--- src/rtl/fc_layer_sequencer.sv ---
// Purpose : address/tag sequencer for one fully connected layer; streams every (neuron, input) pair, then writes one result per neuron.
// Latency : rd_en from the start edge; mac_en = rd_en + RD_LAT; out_we = mac_last + MAC_LAT; done the cycle after the final out_we.
// Backpressure: hold=1 freezes operand issue (bubble, rd_en=0) while the tag pipeline keeps draining; hold is ignored outside RUN.
// Ports:
//   clk, reset (async, active-low), start, hold         : control inputs
//   busy, done                                          : pass status
//   rd_en, addr_in, addr_w                              : SRAM read issue
//   mac_en, mac_first, mac_last                         : operand-aligned MAC tags
//   out_we, out_addr                                    : accumulator result write
module fc_layer_sequencer #(
  parameter int N_IN    = 784,
  parameter int N_OUT   = 300,
  parameter int AW_IN   = 10,
  parameter int AW_W    = 18,
  parameter int AW_OUT  = 9,
  parameter int W_BASE  = 0,
  parameter int RD_LAT  = 1,
  parameter int MAC_LAT = 1
) (
  input  logic              clk,
  input  logic              reset,
  input  logic              start,
  input  logic              hold,
  output logic              busy,
  output logic              done,
  output logic              rd_en,
  output logic [AW_IN-1:0]  addr_in,
  output logic [AW_W-1:0]   addr_w,
  output logic              mac_en,
  output logic              mac_first,
  output logic              mac_last,
  output logic              out_we,
  output logic [AW_OUT-1:0] out_addr
);

  typedef enum logic [1:0] {IDLE = 2'd0, RUN = 2'd1, DRAIN = 2'd2} state_t;

  // Tag carried with each issued operand pair; all fields are 0 for a bubble.
  typedef struct packed {
    logic              vld;
    logic              first;
    logic              last;
    logic [AW_OUT-1:0] n;
  } tag_t;

  typedef struct packed {
    logic              vld;
    logic [AW_OUT-1:0] n;
  } wr_t;

  localparam logic [AW_IN-1:0]  I_LAST  = AW_IN'(N_IN - 1);
  localparam logic [AW_OUT-1:0] N_LAST  = AW_OUT'(N_OUT - 1);
  localparam logic [AW_W-1:0]   W_FIRST = AW_W'(W_BASE);

  state_t            state;
  // Counters hold the NEXT pair to issue; cnt_w is an offset from W_BASE so
  // every counter sits at 0 while idle and the first issue needs no special case.
  logic [AW_IN-1:0]  cnt_i;
  logic [AW_OUT-1:0] cnt_n;
  logic [AW_W-1:0]   cnt_w;

  tag_t              iss;                 // tag aligned with rd_en
  tag_t              rd_pipe [RD_LAT];    // SRAM read latency
  wr_t               wr_pipe [MAC_LAT];   // MAC result latency
  tag_t              mac_tag;
  wr_t               wr_in;

  logic              issue_go;
  logic              last_pair;
  logic              pass_end;

  assign issue_go  = ((state == IDLE) && start) || ((state == RUN) && !hold);
  assign last_pair = (cnt_i == I_LAST) && (cnt_n == N_LAST);
  assign mac_tag   = rd_pipe[RD_LAT-1];

  always_comb begin
    wr_in = '0;
    if (mac_tag.vld && mac_tag.last) begin
      wr_in.vld = 1'b1;
      wr_in.n   = mac_tag.n;
    end
  end

  // Only neuron N_OUT-1 produces a write with that index, so its write marks the end of the pass.
  assign pass_end = (state == DRAIN) && wr_pipe[MAC_LAT-1].vld &&
                    (wr_pipe[MAC_LAT-1].n == N_LAST);

  assign rd_en     = iss.vld;
  assign mac_en    = mac_tag.vld;
  assign mac_first = mac_tag.first;
  assign mac_last  = mac_tag.last;
  assign out_we    = wr_pipe[MAC_LAT-1].vld;
  assign out_addr  = wr_pipe[MAC_LAT-1].n;

  always_ff @(posedge clk or negedge reset) begin
    if (!reset) begin
      state   <= IDLE;
      busy    <= 1'b0;
      done    <= 1'b0;
      addr_in <= '0;
      addr_w  <= '0;
      cnt_i   <= '0;
      cnt_n   <= '0;
      cnt_w   <= '0;
      iss     <= '0;
      for (int k = 0; k < RD_LAT; k++)  rd_pipe[k] <= '0;
      for (int k = 0; k < MAC_LAT; k++) wr_pipe[k] <= '0;
    end else begin
      done    <= 1'b0;
      iss     <= '0;
      addr_in <= '0;
      addr_w  <= '0;

      if (issue_go) begin
        iss.vld   <= 1'b1;
        iss.first <= (cnt_i == '0);
        iss.last  <= (cnt_i == I_LAST);
        iss.n     <= cnt_n;
        addr_in   <= cnt_i;
        addr_w    <= W_FIRST + cnt_w;
        if (last_pair) begin
          // Clear now so the counters are already 0 when the pass returns to IDLE.
          cnt_i <= '0;
          cnt_n <= '0;
          cnt_w <= '0;
        end else if (cnt_i == I_LAST) begin
          cnt_i <= '0;
          cnt_n <= cnt_n + AW_OUT'(1);
          cnt_w <= cnt_w + AW_W'(1);
        end else begin
          cnt_i <= cnt_i + AW_IN'(1);
          cnt_w <= cnt_w + AW_W'(1);
        end
      end

      case (state)
        IDLE: begin
          if (start) begin
            state <= RUN;
            busy  <= 1'b1;
          end
        end
        RUN: begin
          if (!hold && last_pair) state <= DRAIN;
        end
        DRAIN: begin
          if (pass_end) begin
            state <= IDLE;
            busy  <= 1'b0;
            done  <= 1'b1;
          end
        end
        default: state <= IDLE;
      endcase

      rd_pipe[0] <= iss;
      for (int k = 1; k < RD_LAT; k++)  rd_pipe[k] <= rd_pipe[k-1];
      wr_pipe[0] <= wr_in;
      for (int k = 1; k < MAC_LAT; k++) wr_pipe[k] <= wr_pipe[k-1];
    end
  end

endmodule

--- config.mk ---
export PLATFORM = sky130hd
export DESIGN_NAME = fc_layer_sequencer
export DESIGN_NICKNAME = d
export VERILOG_FILES = /design/src/rtl/fc_layer_sequencer.sv
export SDC_FILE = /design/constraint.sdc
export NUM_CORES = 1
export LEC_CHECK = 0
export ABC_AREA = 1
export ABC_CLOCK_PERIOD_IN_PS = 2750
export BUFFER_PORTS_ARGS = -buffer_cell sky130_fd_sc_hd__buf_2
export CAP_MARGIN = 20
export CORE_MARGIN = 2
export CORE_UTILIZATION = 60
export CTS_BUF_LIST = sky130_fd_sc_hd__clkbuf_8
export DETAILED_ROUTE_END_ITERATION = 8
export PLACE_DENSITY = 0.9
export SYNTH_ARGS = -nofsm -noshare
export SYNTH_HDL_FRONTEND = slang
export SYNTH_SLANG_ARGS = --single-unit
--- constraint.sdc ---
create_clock -name clk -period 2.75 [get_ports clk]
set_clock_uncertainty 0.2 [all_clocks]
set_input_delay 0 -clock clk [delete_from_list [all_inputs] [get_ports clk]]
set_output_delay 0 -clock clk [all_outputs]
set_load 0.005 [all_outputs]
==> results of run 1 <==
==> layer usage <==
metal | wire length, um | share of wire | up-vias
li1 | - | - | 1456
met1 | 3198 | 0.43 | 1406
met2 | 3774 | 0.50 | 82
met3 | 346 | 0.046 | 16
met4 | 176 | 0.023 | 0
met5 | 0 | 0 | -
==> how the worst max path moves through the flow <==
stage               startpoint         to  slack (ps)
global route          cnt_i[0]   state[0]         200
detailed placement    cnt_i[0]  cnt_w[13]         740
finish                cnt_i[0]   state[0]         350
CTS                   cnt_i[0]   state[0]         370
floorplan             cnt_i[0]  cnt_w[12]        1100
global placement      cnt_i[0]   cnt_w[8]         850
==> cells in the mapped netlist <==
master and n:
dfrtp_1 103, nor2_1 73, inv_1 64, nand2_1 57
nand3_1 27, a21oi_1 13, nor3_1 12, o21ai_0 12
xor2_1 12, nand4_1 8, nor2_2 7, buf_4 4
ha_1 4, inv_2 3, nand2_2 3, nand2_4 3
nand3_2 3, nor2_4 3, buf_6 2, nor4_1 2
o22ai_1 2, a31oi_1 1, and3_1 1, buf_2 1
clkinv_2 1, inv_4 1, nand3b_1 1, nor2_8 1
nor3_2 1, nor3_4 1, o21ai_1 1, o31ai_1 1
==> logic make-up (layout without fill, tap and decap cells) <==
group           count (synthesis)  in the layout  synth area share
simple gates                  203            203            0.2313
flops                         103            103            0.6173
compound gates                 30             30           0.03746
fa+ha+maj                       4              4           0.01199
xor+xnor                       12             12           0.02517
buf+inv                        76            139           0.07671
==> power groups by stage <==
stage          Clock, mW  Sequential (mW)  Combinational, mW
5_1_grt             1.00             1.51             0.0453
6_report           0.912             1.51             0.0370
3_3_place_gp           0             1.54             0.0352
3_5_place_dp           0             1.54             0.0361
4_1_cts            0.934             1.51             0.0394
2_1_floorplan          0             1.54           0.000299
==> through the flow <==
stage | setup slack [ps] | hold WS (ps)
finish | 347.8 | 11.83
global route | 197.6 | 76.25
CTS | 373.6 | 33.85
detailed placement | 744.0 | -104.9
global placement | 854.2 | -106.5
floorplan | 1102 | -495.6
==> registers in the layout (all words and copies together), names as in the netlist, 2 cells and up <==
| register | count |
|---|---|
| addr_w | 18 |
| cnt_w | 18 |
| iss | 11 |
| addr_in | 10 |
| cnt_i | 10 |
| cnt_n | 9 |
| mac_tag | 9 |
| out_addr | 9 |
| state | 2 |
==> worst reg2reg max path: stages (launching register included) <==
cell	delay, ps
dfrtp_1	430
ha_1	210
nand3_2	150
nor3_4	280
nand2_2	200
o21ai_0	190
nand2_1	80
dlygate4sd3_1	570
==> placed cells by master, fill, tap and decap left out, types with 4 or more instances in the layout <==
cell             n
a21oi_1         13
buf_2           46
buf_4            4
clkbuf_8         9
dfrtp_1        103
dlygate4sd3_1    4
ha_1             4
inv_1           64
nand2_1         57
nand3_1         27
nand4_1          8
nor2_1          73
nor2_2           7
nor3_1          12
o21ai_0         12
xor2_1          12
==> area by class of cell <==
class,count,share of cell area
inverter,69,0.05579
multi-input combinational,249,0.2713
sequential,103,0.5473
clock buffer,9,0.02630
timing repair buffer,54,0.06376
clock inverter,7,0.01435
tap,80,0.02125
==> results.json, run 1 <==
{
  "synthDistinctLibCells": 32,
  "tightest_slew_ps": 698.7,
  "yosys_warnings": 0,
  "final_core_util": 0.6970,
  "drt-vias-per-instance": 5.184,
  "initial_core_util": 0.6180,
  "final-setup-viol-count": 0,
  "clk-insertion-delay-late_ps": 370,
  "cp_num_buf_inv": 1,
  "nFillCells": 498,
  "area_delta_synth_final_pct": 12.80,
  "cp.arrival_ps": 2460,
  "grt_pass1_vias": 2998,
  "met3_usage": 0.04455,
  "dp.cells": 551,
  "post-cts-setup-buffer-count": 0,
  "ys_seq_area_frac": 0.6173,
  "worst_slew_margin_rel": 0.5342,
  "slowest_stage": "dlygate4sd3_1",
  "status": "finished, final reports clean",
  "fin_nets": 494,
  "drive_gt1_frac": 0.1894,
  "crit_type": "reg -> reg",
  "fin_crit_ps": 2402,
  "path_clk_slew_ps": 100,
  "cts_resized": 0,
  "drc": 0,
  "finalHoldViolCount": 0,
  "cts_buffers": 9,
  "synth-seq-cells": 103,
  "syn-num-nets": 436,
  "cts_tree": "yes",
  "antenna_found_initial": 0,
  "total_power_mw": 2.463,
  "r2r_cells": 7,
  "grt_use_total": 0.2205,
  "dieArea_um2": 7642,
  "power_frac_seq": 0.615,
  "drt-wirelength-per-cell_um": 13.13,
  "multi_input_area_um2": 1277,
  "path_max_fanout": 9,
  "layout_worst_path_cycle_share": 0.8735,
  "slew_viol_final": 0,
  "layout.cells.non_filler": 571,
  "synth.area.top_cells": "dfrtp_1 (62%), nor2_1 (6.6%), inv_1 (5.8%)",
  "grt_use_met1": 0.2715,
  "num_antenna_cells": 0,
  "grt_pass1_wl_mm": 12.85,
  "regArea_um2": 2577,
  "dpl.hpwl_mm": 5.310,
  "power.switching_uw": 583.8,
  "die_y_um": 87.42,
  "coreArea_um2": 6756,
  "r2r-start": "cnt_i[0]",
  "drtIter0Drc": 178,
  "dpl-instance-area_um2": 4478,
  "cp.depth": 7,
  "regToRegSetupSlack_ps": 350,
  "ant_nets": 0,
  "vias": 2960,
  "cts.sink_count": 103,
  "slowest_delay_ps": 570,
  "grt-ovfl-total": 0,
  "hold_path.class": "in -> async",
  "rsz0062_at_grt": "no",
  "cts_max_level": 3,
  "synth.top_cell.area_share": 0.6173,
  "synth_top_cell_by_area": "dfrtp_1",
  "p_clk_frac": 0.370,
  "grt_max_degree": 61,
  "first_pass_iters": 6,
  "io_buffers": 47,
  "internal_power_mw": 1.879,
  "worstPathCellList": "ha_1 -> nand3_2 -> nor3_4 -> nand2_2 -> o21ai_0 -> nand2_1 -> dlygate4sd3_1",
  "postRouteWirelength_mm": 7.495,
  "maxCapViolCount": 0,
  "die_w_um": 87.42,
  "root_buffer": "clkbuf_8",
  "stdcell_area_um2": 4710,
  "fmaxAchievable_mhz": 416.3,
  "gp_congestion": 0.9065,
  "worst_setup_path_start_kind": "register",
  "regToRegEndpoint": "state[0]",
  "setup_tns_ps": 0,
  "p_per_area_nw_per_um2": 522.9,
  "syn-cell-area_um2": 4175,
  "busiest_layer": "met2",
  "avgSynthCellArea_um2": 9.755,
  "combPwrFrac": 0.015,
  "hold_buffers": 4,
  "rows": 30,
  "ios": 48,
  "synthCells": 428,
  "ir_drop_v": 0.0003549,
  "netSwitchingFraction": 0.2371,
  "leakage_nw": 2.667,
  "clock_path_buffers": 2,
  "cp_data_required_time_ps": 2800,
  "gr-usage-met2": 0.3671,
  "endpoint_kind": "register",
  "crit_family": "simple AND/OR/NAND/NOR gates"
}
Note: power is estimated with default switching activity, not from simulation.
==> run 2, diff against run 1 <==
Settings changed: CORE_ASPECT_RATIO from default to 2.
==> run 2 against run 1 <==
  * Critical path depth unchanged
  * Sequential cell count unchanged
  * Die area grew 0.52%
  * Worst hold slack improved by 140 ps
  * First-iteration DRC count increased by 29%
  * Final area is 1.2% higher
  * Global-route usage shrank 0.13 points
  * Maximum frequency fell by 0.91%
  * Clock power rose by 4.5%
  * Clock-buffer cell count rose by 3
  * Sequential power about the same
  * Routed wire length is 0.68% higher
  * Critical endpoint unchanged
==> results.json, run 2 (synthesis results as in run 1) <==
{
  "status": "finished, final reports clean",
  "leakage_nw": 2.692,
  "clock_path_buffers": 2,
  "grt_use_total": 0.2192,
  "worst_slack_ps": 325.8,
  "root_buffer": "clkbuf_8",
  "first_pass_iters": 5,
  "cp.arrival_ps": 2480,
  "cts_buffers": 9,
  "path_clk_slew_ps": 80,
  "pre_cts_ws_ps": 773.3,
  "vias": 2964,
  "drt-vias-per-instance": 5.102,
  "ios": 48,
  "ir_drop_v": 0.0004124,
  "cts.sink_count": 103,
  "antenna_found_initial": 0,
  "hp-start": "iss[9]",
  "die_w_um": 62.99,
  "dpl.hpwl_mm": 5.214,
  "fin_nets": 494,
  "reg_top3": "addr_w: 18 flops, cnt_w: 18 flops, iss: 11 flops",
  "final-setup-viol-count": 0,
  "crit_type": "reg -> reg",
  "r2r-start": "cnt_i[0]",
  "drtIter0Drc": 229,
  "cp_num_buf_inv": 1,
  "slew_viol_final": 0,
  "postRouteWirelength_mm": 7.546,
  "grt_pass1_vias": 2845,
  "gp_congestion": 0.8521,
  "setup_tns_ps": 0,
  "rows": 43,
  "stdcell_area_um2": 4767,
  "io_buffers": 47,
  "multi_input_area_um2": 1277,
  "die_y_um": 122.0,
  "crit_family": "simple AND/OR/NAND/NOR gates",
  "grt_pass1_wl_mm": 12.99,
  "dpl-instance-area_um2": 4488,
  "path_max_fanout": 9,
  "cp_data_required_time_ps": 2800,
  "fin_crit_ps": 2424,
  "tightest_slew_ps": 439.8,
  "worstPathCellList": "ha_1 -> nand3_2 -> nor3_4 -> nand2_2 -> o21ai_0 -> nand2_1 -> dlygate4sd3_1",
  "cts_max_level": 3,
  "final_core_util": 0.6977,
  "nFillCells": 491,
  "maxCapViolCount": 0,
  "startpoint": "cnt_i[0]",
  "cts_tree": "yes",
  "area_delta_synth_final_pct": 14.17,
  "num_antenna_cells": 0,
  "fmaxAchievable_mhz": 412.5,
  "drc": 0,
  "coreArea_um2": 6833,
  "slowest_stage": "dlygate4sd3_1",
  "final_cell_mix": "dfrtp_1 (103), nor2_1 (73), inv_1 (65)",
  "dieArea_um2": 7682,
  "regArea_um2": 2577,
  "p_per_area_nw_per_um2": 526.2,
  "final_common_cell": "dfrtp_1",
  "endpoint_kind": "register",
  "drive_gt1_frac": 0.1853,
  "grt_max_degree": 63,
  "clk-insertion-delay-late_ps": 370,
  "worst_slew_margin_rel": 0.7060,
  "initial_core_util": 0.6111,
  "post-cts-setup-buffer-count": 0,
  "finalHoldViolCount": 0,
  "hold_path.class": "reg -> reg",
  "worst_setup_path_start_kind": "register",
  "grt-ovfl-total": 0,
  "ant_nets": 0,
  "layout_worst_path_cycle_share": 0.8815,
  "rsz0062_at_grt": "no",
  "slowest_delay_ps": 560,
  "drt-wirelength-per-cell_um": 12.99
}
[run 2: what timing repair did]
item | 4_1_cts | 5_1_grt
setup endpoints to repair | 0 | 0
hold endpoints to repair | 107 | 0
resized for setup | 0 | 0
hold buffers | 6 | 0
[run 2: metrics by stage]
stage               hold slack, ps  instances  power (mW)
CTS                          153.6        581       2.543
finish                       152.8        581       2.508
detailed placement          -189.2        559       1.579
global placement            -195.6        559       1.579
floorplan                   -495.6        428       1.544
global route                 158.3        581       2.603
[run 2: path summary, 6_finish.rpt]
check	endpoint	slack (ps)	depth (start not counted)
hold / removal	mac_last	150	0
setup / recovery	state[0]	330	7
hold reg to reg	mac_last	150	0
min in group asynchronous	mac_tag[6]	510	4
max in group asynchronous	cnt_w[13]	1530	4
setup reg to reg	state[0]	330	7
[run 2: layout make-up]
class                      instances  share of cell area
clock buffer                      12             0.03465
clock inverter                     4            0.009186
inverter                          69             0.05512
multi-input combinational        249              0.2680
sequential                       103              0.5407
tap                               90             0.02362
timing repair buffer              54             0.06877
[run 2: worst reg2reg max path: cells and delay by family (launching register included)]
| family | cells | cell delay (ps) |
|---|---|---|
| buf+inv | 1 | 560 |
| fa+ha+maj | 1 | 210 |
| flops | 1 | 430 |
| simple gates | 4 | 720 |
| compound gates | 1 | 190 |
[run 2: where the power goes]
part	total, mW	internal, mW	switching (mW)	leakage, nW
combinational	0.0421	0.0118	0.0304	1.26
clock	0.953	0.489	0.465	0.114
sequential	1.51	1.51	0	1.32
[run 2: metal layers]
layer | GRT usage | vias up | part of all wire
li1 | - | 1445 | -
met1 | 0.2698 | 1420 | 0.40
met2 | 0.3690 | 90 | 0.54
met3 | 0.04709 | 9 | 0.049
met4 | 0.1000 | 0 | 0.017
met5 | 0 | - | 0
